## config.mk

```make
export PLATFORM = sky130hd
export DESIGN_NAME = ppu_spr_compose_flat
export DESIGN_NICKNAME = d
export VERILOG_FILES = /design/src/rtl/ppu_pkg.sv /design/src/rtl/ppu_spr_compose_if.sv /design/src/rtl/ppu_spr_slot.sv /design/src/rtl/ppu_spr_compose.sv /design/src/flat_wrapper.sv
export SDC_FILE = /design/constraint.sdc
export NUM_CORES = 1
export LEC_CHECK = 0
export BUFFER_PORTS_ARGS = -buffer_cell sky130_fd_sc_hd__buf_2
export CELL_PAD_IN_SITES_DETAIL_PLACEMENT = 0
export CELL_PAD_IN_SITES_GLOBAL_PLACEMENT = 1
export CORE_UTILIZATION = 25
export CTS_BUF_LIST = sky130_fd_sc_hd__clkbuf_4
export DETAILED_ROUTE_END_ITERATION = 16
export MAX_ROUTING_LAYER = met4
export PLACE_DENSITY = 0.52
export SLEW_MARGIN = 20
export SYNTH_ARGS = -nofsm -noshare
export SYNTH_HDL_FRONTEND = slang
export SYNTH_SLANG_ARGS = --single-unit
export TNS_END_PERCENT = 50
```

## constraint.sdc

```tcl
create_clock -name clk -period 3.6 [get_ports clk]
set_clock_uncertainty 0.1 [all_clocks]
set_input_delay 0.54 -clock clk [delete_from_list [all_inputs] [get_ports clk]]
set_output_delay 0.54 -clock clk [all_outputs]
set_load 0.05 [all_outputs]
```

## src/rtl/ppu_pkg.sv

```systemverilog
// Shared PPU constants, the per-slot sprite state record and a bit-reverse helper.
package ppu_pkg;

  localparam int unsigned VIS_W       = 256;
  localparam int unsigned FETCH_START = 256;
  localparam int unsigned FETCH_END   = 319;
  localparam int unsigned VIS_LINES   = 240;

  typedef struct packed {
    logic [7:0] x;
    logic [7:0] attr;
    logic [7:0] lo;
    logic [7:0] hi;
    logic       spr0;
  } spr_slot_t;

  // Mirrors a pattern byte for horizontally flipped sprites.
  function automatic logic [7:0] bit_rev8(input logic [7:0] v);
    logic [7:0] r;
    for (int i = 0; i < 8; i++) r[i] = v[7-i];
    return r;
  endfunction

endpackage

```

## src/rtl/ppu_spr_compose_if.sv

```systemverilog
// Sprite slot-load bus driven by the sprite evaluation/fetch logic.
interface ppu_spr_compose_if #(
  parameter int unsigned SLOT_W = 3
);
  logic              ld_valid;
  logic [SLOT_W-1:0] ld_slot;
  logic [7:0]        ld_x;
  logic [7:0]        ld_attr;
  logic [7:0]        ld_pat_lo;
  logic [7:0]        ld_pat_hi;
  logic              ld_spr0;

  modport master (output ld_valid, ld_slot, ld_x, ld_attr, ld_pat_lo, ld_pat_hi, ld_spr0);
  modport slave  (input  ld_valid, ld_slot, ld_x, ld_attr, ld_pat_lo, ld_pat_hi, ld_spr0);
endinterface

```

## src/rtl/ppu_spr_slot.sv

```systemverilog
// One sprite slot: x down-counter followed by two pattern shift registers.
module ppu_spr_slot
  import ppu_pkg::*;
(
  input  logic       clk,
  input  logic       reset,
  input  logic       load,
  input  logic       clear,
  input  logic       active,
  input  spr_slot_t  ld_data,
  output logic       opaque_c,
  output logic [3:0] pix_c,
  output logic       behind_c,
  output logic       spr0_c
);

  spr_slot_t slot;
  logic      shown_c;
  logic      unused_attr;

  always_ff @(posedge clk) begin
    if (reset) begin
      slot <= '0;
    end else if (load) begin
      slot <= ld_data;
    end else if (clear) begin
      slot.lo <= 8'h00;
      slot.hi <= 8'h00;
    end else if (active) begin
      if (slot.x != 8'd0) begin
        slot.x <= slot.x - 8'd1;
      end else begin
        slot.lo <= {slot.lo[6:0], 1'b0};
        slot.hi <= {slot.hi[6:0], 1'b0};
      end
    end
  end

  // The slot drives a pixel only once its counter has run out.
  always_comb begin
    shown_c  = active && (slot.x == 8'd0);
    pix_c    = {slot.attr[1:0], slot.hi[7], slot.lo[7]};
    opaque_c = shown_c && (slot.hi[7] || slot.lo[7]);
    behind_c = slot.attr[5];
    spr0_c   = slot.spr0;
  end

  assign unused_attr = ^{slot.attr[7:6], slot.attr[4:2]};

endmodule

```

## src/rtl/ppu_spr_compose.sv

```systemverilog
// Sprite slot array, priority select and sprite/background pixel composition.
module ppu_spr_compose
  import ppu_pkg::*;
#(
  parameter int unsigned NUM_SPR = 8,
  parameter int unsigned SLOT_W  = (NUM_SPR > 1) ? $clog2(NUM_SPR) : 1
) (
  input  logic                clk,
  input  logic                reset,
  input  logic [9:0]          x_idx,
  input  logic [9:0]          scanline,
  input  logic                render_en,
  input  logic                show_bg_left,
  input  logic                show_spr_left,
  input  logic [3:0]          bg_pixel,
  ppu_spr_compose_if.slave    ld,
  input  logic                spr0_clr,
  output logic [4:0]          pixel,
  output logic                pixel_valid,
  output logic                spr0_hit
);

  logic        visible_c, active_c, ld_ok_c, clear_c, left_c;
  spr_slot_t   ld_data_c;

  logic [NUM_SPR-1:0] opq, behind, s0f;
  logic [3:0]         spix [NUM_SPR];

  logic       spr_opq_c, spr_behind_c, spr_vis_c, bg_vis_c, spr0_any_c, hit_c;
  logic [3:0] spr_pix_c;
  logic [4:0] pixel_c;

  // Dot classification and load gating; flip is applied once before fan-out.
  always_comb begin
    visible_c = (scanline < 10'(VIS_LINES)) && (x_idx < 10'(VIS_W));
    active_c  = visible_c && render_en;
    clear_c   = (x_idx == 10'(FETCH_START));
    ld_ok_c   = ld.ld_valid && (x_idx >= 10'(FETCH_START)) && (x_idx <= 10'(FETCH_END))
                && (32'(ld.ld_slot) < NUM_SPR);
    ld_data_c.x    = ld.ld_x;
    ld_data_c.attr = ld.ld_attr;
    ld_data_c.lo   = ld.ld_attr[6] ? bit_rev8(ld.ld_pat_lo) : ld.ld_pat_lo;
    ld_data_c.hi   = ld.ld_attr[6] ? bit_rev8(ld.ld_pat_hi) : ld.ld_pat_hi;
    ld_data_c.spr0 = ld.ld_spr0;
  end

  for (genvar i = 0; i < NUM_SPR; i++) begin : g_slot
    ppu_spr_slot u_slot (
      .clk      (clk),
      .reset    (reset),
      .load     (ld_ok_c && (ld.ld_slot == SLOT_W'(i))),
      .clear    (clear_c),
      .active   (active_c),
      .ld_data  (ld_data_c),
      .opaque_c (opq[i]),
      .pix_c    (spix[i]),
      .behind_c (behind[i]),
      .spr0_c   (s0f[i])
    );
  end

  // Lowest-index opaque slot wins; left-edge masks apply after selection.
  always_comb begin
    spr_opq_c    = 1'b0;
    spr_pix_c    = 4'h0;
    spr_behind_c = 1'b0;
    for (int i = int'(NUM_SPR) - 1; i >= 0; i--) begin
      if (opq[SLOT_W'(i)]) begin
        spr_opq_c    = 1'b1;
        spr_pix_c    = spix[SLOT_W'(i)];
        spr_behind_c = behind[SLOT_W'(i)];
      end
    end
    left_c     = (x_idx < 10'd8);
    spr_vis_c  = spr_opq_c && !(left_c && !show_spr_left);
    spr0_any_c = (|(opq & s0f)) && !(left_c && !show_spr_left);
    bg_vis_c   = render_en && (bg_pixel[1:0] != 2'b00) && !(left_c && !show_bg_left);
    hit_c      = spr0_any_c && bg_vis_c && (x_idx != 10'd255);

    pixel_c = 5'h00;
    if (render_en) begin
      if (spr_vis_c && !(bg_vis_c && spr_behind_c)) pixel_c = {1'b1, spr_pix_c};
      else if (bg_vis_c)                            pixel_c = {1'b0, bg_pixel};
    end
  end

  always_ff @(posedge clk) begin
    if (reset) begin
      pixel       <= 5'h00;
      pixel_valid <= 1'b0;
      spr0_hit    <= 1'b0;
    end else begin
      pixel       <= pixel_c;
      pixel_valid <= visible_c;
      if (spr0_clr)   spr0_hit <= 1'b0;
      else if (hit_c) spr0_hit <= 1'b1;
    end
  end

endmodule

```

## src/flat_wrapper.sv

```systemverilog
// flat-port wrapper written by rule: the top's interface ports become plain ports
module ppu_spr_compose_flat import ppu_pkg::*;
#(
  parameter int unsigned NUM_SPR = 8,
  parameter int unsigned SLOT_W  = (NUM_SPR > 1) ? $clog2(NUM_SPR) : 1
)
  (clk, reset, x_idx, scanline, render_en, show_bg_left, show_spr_left, bg_pixel, spr0_clr, pixel, pixel_valid, spr0_hit, ld_ld_valid, ld_ld_slot, ld_ld_x, ld_ld_attr, ld_ld_pat_lo, ld_ld_pat_hi, ld_ld_spr0);
  ppu_spr_compose_if #(.SLOT_W(SLOT_W)) ld_i ();
  input  logic clk;
  input  logic reset;
  input  logic [9:0] x_idx;
  input  logic [9:0] scanline;
  input  logic render_en;
  input  logic show_bg_left;
  input  logic show_spr_left;
  input  logic [3:0] bg_pixel;
  input  logic spr0_clr;
  output logic [4:0] pixel;
  output logic pixel_valid;
  output logic spr0_hit;
  input wire logic [$bits(ld_i.ld_valid)-1:0] ld_ld_valid;
  input wire logic [$bits(ld_i.ld_slot)-1:0] ld_ld_slot;
  input wire logic [$bits(ld_i.ld_x)-1:0] ld_ld_x;
  input wire logic [$bits(ld_i.ld_attr)-1:0] ld_ld_attr;
  input wire logic [$bits(ld_i.ld_pat_lo)-1:0] ld_ld_pat_lo;
  input wire logic [$bits(ld_i.ld_pat_hi)-1:0] ld_ld_pat_hi;
  input wire logic [$bits(ld_i.ld_spr0)-1:0] ld_ld_spr0;
  assign ld_i.ld_valid = ld_ld_valid;
  assign ld_i.ld_slot = ld_ld_slot;
  assign ld_i.ld_x = ld_ld_x;
  assign ld_i.ld_attr = ld_ld_attr;
  assign ld_i.ld_pat_lo = ld_ld_pat_lo;
  assign ld_i.ld_pat_hi = ld_ld_pat_hi;
  assign ld_i.ld_spr0 = ld_ld_spr0;
  ppu_spr_compose #(.NUM_SPR(NUM_SPR), .SLOT_W(SLOT_W)) u_core (.clk(clk), .reset(reset), .x_idx(x_idx), .scanline(scanline), .render_en(render_en), .show_bg_left(show_bg_left), .show_spr_left(show_spr_left), .bg_pixel(bg_pixel), .ld(ld_i), .spr0_clr(spr0_clr), .pixel(pixel), .pixel_valid(pixel_valid), .spr0_hit(spr0_hit));
endmodule
```

==> results.sh <==
export IMPL_outcome="complete, no violations"
export IMPL_horizontal_die_dimension_um=209
export IMPL_synthesis_area_um2=10700
export IMPL_endpoint_kind="flop"
export IMPL_dr_first_iter_drc_count=617
export IMPL_design_power_total_mw=5.33
export IMPL_grt_pass1_wl_um=56300
export IMPL_setup_worst_path_start="u_core.g_slot[0].u_slot.slot[25]"
export IMPL_ys_warn_count=0
export IMPL_finalHoldViolations=0
export IMPL_comb_power_share=0.064
export IMPL_synth_cells=1326
export IMPL_first_global_vias=9473
export IMPL_clock_network_fraction_of_total_power=0.474
export IMPL_largest_vdd_supply_drop_v=0.000167
export IMPL_regArea_um2=4380
export IMPL_worst_path_buf_inv=1
export IMPL_r2r_worst_path_cells=9
export IMPL_timing_final_setup_violations=0
export IMPL_synth_top_area_frac=0.409
export IMPL_edff_count_synth=0
export IMPL_achievable_frequency_mhz=340
export IMPL_antenna_violations_before_repair=1
export IMPL_final_net_count=1490
export IMPL_dieArea_um2=43800
export IMPL_cts_repair_resize_count=0
export IMPL_main_synth_ff_type="dfxtp_1"
export IMPL_async_reset_ff_frac=0
export IMPL_timing_critical_path_mode_cell="o21a_1"
export IMPL_slowest_stage="or4b_2"
export IMPL_globalRouteTotalUtil=0.170
export IMPL_gp_routability_congestion=0.802
export IMPL_report_final_slew_viol_count=0
export IMPL_cts_setup_buffers=0
export IMPL_yosysSeqAreaShare=0.409
export IMPL_chipHeight_um=209
export IMPL_routed_wl_um=36000
export IMPL_final_min_period_over_clock_period=0.818
export IMPL_pwr_share_seq=0.462
export IMPL_synth_area_leader_cell="dfxtp_1"
export IMPL_vias_per_cell=5.02
export IMPL_cp_num_cells=9
export IMPL_signed_area_change_from_the_synthesized_netlist_to_the_final_layout_pct=18.2
export IMPL_post_drt_wl_per_cell_um=18.1
export IMPL_synth_top_cells_by_area="dfxtp_1 41%, nor2_1 7.8%, mux2i_1 5.4%"
export IMPL_most_common_cell_in_the_netlist="nor2_1"
export IMPL_switchingPower_mw=1.37
export IMPL_holdPathStages=3
export IMPL_path_delay_family="simple AND/OR/NAND/NOR gates"
export IMPL_power_per_cell_area_nw_per_um2=420
export IMPL_internal_cell_power_mw=3.96
export IMPL_rows=75
export IMPL_dp_final_hpwl_um=23200
export IMPL_worst_case_hold_slack_ns=0.0851
export IMPL_port_buffers=65
export IMPL_number_of_primary_i_o_pins=74
export IMPL_fp_coreArea_um2=42100
export IMPL_detail_route_first_pass_iterations=5
export IMPL_cts_made_buffers=67
export IMPL_source_of_the_worst_register_to_register_timing_path="u_core.g_slot[0].u_slot.slot[25]"
export IMPL_sw_frac_of_total=0.257
export IMPL_timing_worst_setup_path_type="reg -> reg"
export IMPL_setup_tns_ns=0
export IMPL_worst_case_headroom_to_the_max_slew_limit=0.354
export IMPL_cp_data_arrival_time_ns=3.46
export IMPL_yosys_cell_types_count=63
export IMPL_crit_path_cell_trace="inv_1, ha_1, or4b_2, or4_1, nor2_1, o211ai_1, o21a_1, a31oi_1, o21a_1"
export IMPL_grt_overflow=0
export IMPL_floorplan_initialDensity=0.255
export IMPL_fin_area_um2=12700
export IMPL_h_tree_level_count=3
export IMPL_net_count_after_synthesis=1406
export IMPL_final_layout_size_suffix_gt1_frac=0.169
export IMPL_min_delay_start="bg_pixel[3]"
export IMPL_multi_input_gate_area_um2=5840
export IMPL_setup_repair_after_global_routing_missed_its_margin="no"
export IMPL_drcViolationCount=0
export IMPL_fillCellCount=4560
export IMPL_largest_net_degree_at_the_start_of_global_routing=79
export IMPL_tritoncts_clock_tree="built"
export IMPL_final_core_utilization=0.301
export IMPL_cts_root_buf="clkbuf_4"
export IMPL_worstHoldPathType="in -> reg"
export IMPL_drtAntennaViolNets=0
export IMPL_routed_via_count=9996
export IMPL_cts_num_sinks=219
export IMPL_worst_slew_pin_transition_ns=0.950
export IMPL_synth_ff_latch_count=219
export IMPL_cp_slowest_stage_delay_ns=0.63
export IMPL_ys_top_cells_by_count="223 x nor2_1, 219 x dfxtp_1, 95 x a21oi_1"
export IMPL_min_period_ns=2.94
export IMPL_cts_reportedPaths_clkPinSlew_ns=0.06
export IMPL_placed_cell_area_um2=11800
export IMPL_skew_pair_late_insertion_delay_ns=0.68
export IMPL_clock_path_buffers=3
export IMPL_required_ns=4.11
export IMPL_max_cap_viol_count=0
export IMPL_critical_path_startpoint_type="flop"
export IMPL_post_synth_cell_area_avg_um2=8.09
export IMPL_total_leakage_power_nw=4.50
export IMPL_path_max_fanout=3
==> what timing repair did <==
| item | in CTS | in global routing |
|---|---|---|
| hold endpoints to repair | 6 | 0 |
| hold buffers | 4 | 0 |
| endpoints found under the setup margin | 0 | 0 |
==> registers in the layout (all words and copies together) (netlist names) <==
register / flops
u_core.g_slot.u_slot.spr0_c: 8
u_core.pixel_valid: 1
u_core.g_slot.u_slot.pix_c: 24
u_core.pixel: 5
u_core.g_slot.u_slot.slot: 176
u_core.spr0_hit: 1
u_core.g_slot.u_slot.behind_c: 4
==> tightest hold or removal path, cell delays in order <==
cell	delay (ns)
buf_2	0.11
nand3_1	0.06
a21oi_1	0.08
==> cell usage in the layout (no fill, tap or decap), types with 7 or more instances in the layout <==
cell,n
dfxtp_1,219
ha_1,13
a32oi_1,7
a211oi_1,39
xnor2_1,13
buf_2,64
nand2b_1,9
o211ai_1,63
inv_1,22
xor2_1,10
buf_4,47
a221oi_1,10
a21oi_1,95
nor4_1,14
nand3_1,76
clkinv_1,12
clkbuf_4,94
nand2_1,84
or2_2,7
or3_1,7
o22a_1,42
a22oi_1,17
mux2i_1,56
nor3_1,22
o21ai_0,86
nor2_1,222
==> path summary, 6_finish.rpt <==
check                                                         to  slack [ns]
worst min register to register  u_core.g_slot[2].u_slot.behind_c        0.35
worst max-delay path                             u_core.spr0_hit        0.66
worst max register to register                   u_core.spr0_hit        0.66
worst min-delay path                             u_core.pixel[3]        0.09
==> stage by stage <==
stage / worst slack [ns] / instances
2_1_floorplan: 0.886 / 1326
3_3_place_gp: 0.516 / 1876
3_5_place_dp: 0.490 / 1876
4_1_cts: 0.632 / 1991
5_1_grt: 0.448 / 1992
6_report: 0.656 / 1992
==> area by class of cell <==
type | instances | area share
Timing Repair Buffer | 122 | 0.0666
Sequential cell | 219 | 0.346
Clock inverter | 17 | 0.0113
Antenna cell | 1 | 0.000197
Tap cell | 539 | 0.0532
Inverter | 22 | 0.00651
Multi-Input combinational cell | 978 | 0.461
Clock buffer | 94 | 0.0556
==> power groups by stage <==
stage | combinational, mW | clock, mW | sequential [mW]
after CTS | 0.351 | 2.65 | 2.46
after global placement | 0.346 | 0 | 2.51
after floorplan | 0.170 | 0 | 2.51
after detailed placement | 0.345 | 0 | 2.51
final | 0.341 | 2.53 | 2.46
after global routing | 0.375 | 2.78 | 2.46
==> cell families (layout without fill, tap and decap cells) <==
family / after synthesis / in the layout / synth area share
compound gates: 388 / 388 / 0.237
xor+xnor: 23 / 23 / 0.0188
fa+ha+maj: 13 / 13 / 0.0152
buf+inv: 129 / 255 / 0.0478
flops: 219 / 219 / 0.409
mux: 63 / 63 / 0.0593
other cells: 0 / 1 / 0
simple gates: 491 / 491 / 0.213
==> routing by layer <==
metal / routed length [um] / global-route usage / share of wire
met1: 18300 / 0.236 / 0.51
met4: 784 / 0.0601 / 0.022
met5: 0 / - / 0
met2: 15400 / 0.245 / 0.43
met3: 1540 / 0.0325 / 0.043
(Power assumes the default switching activity.)
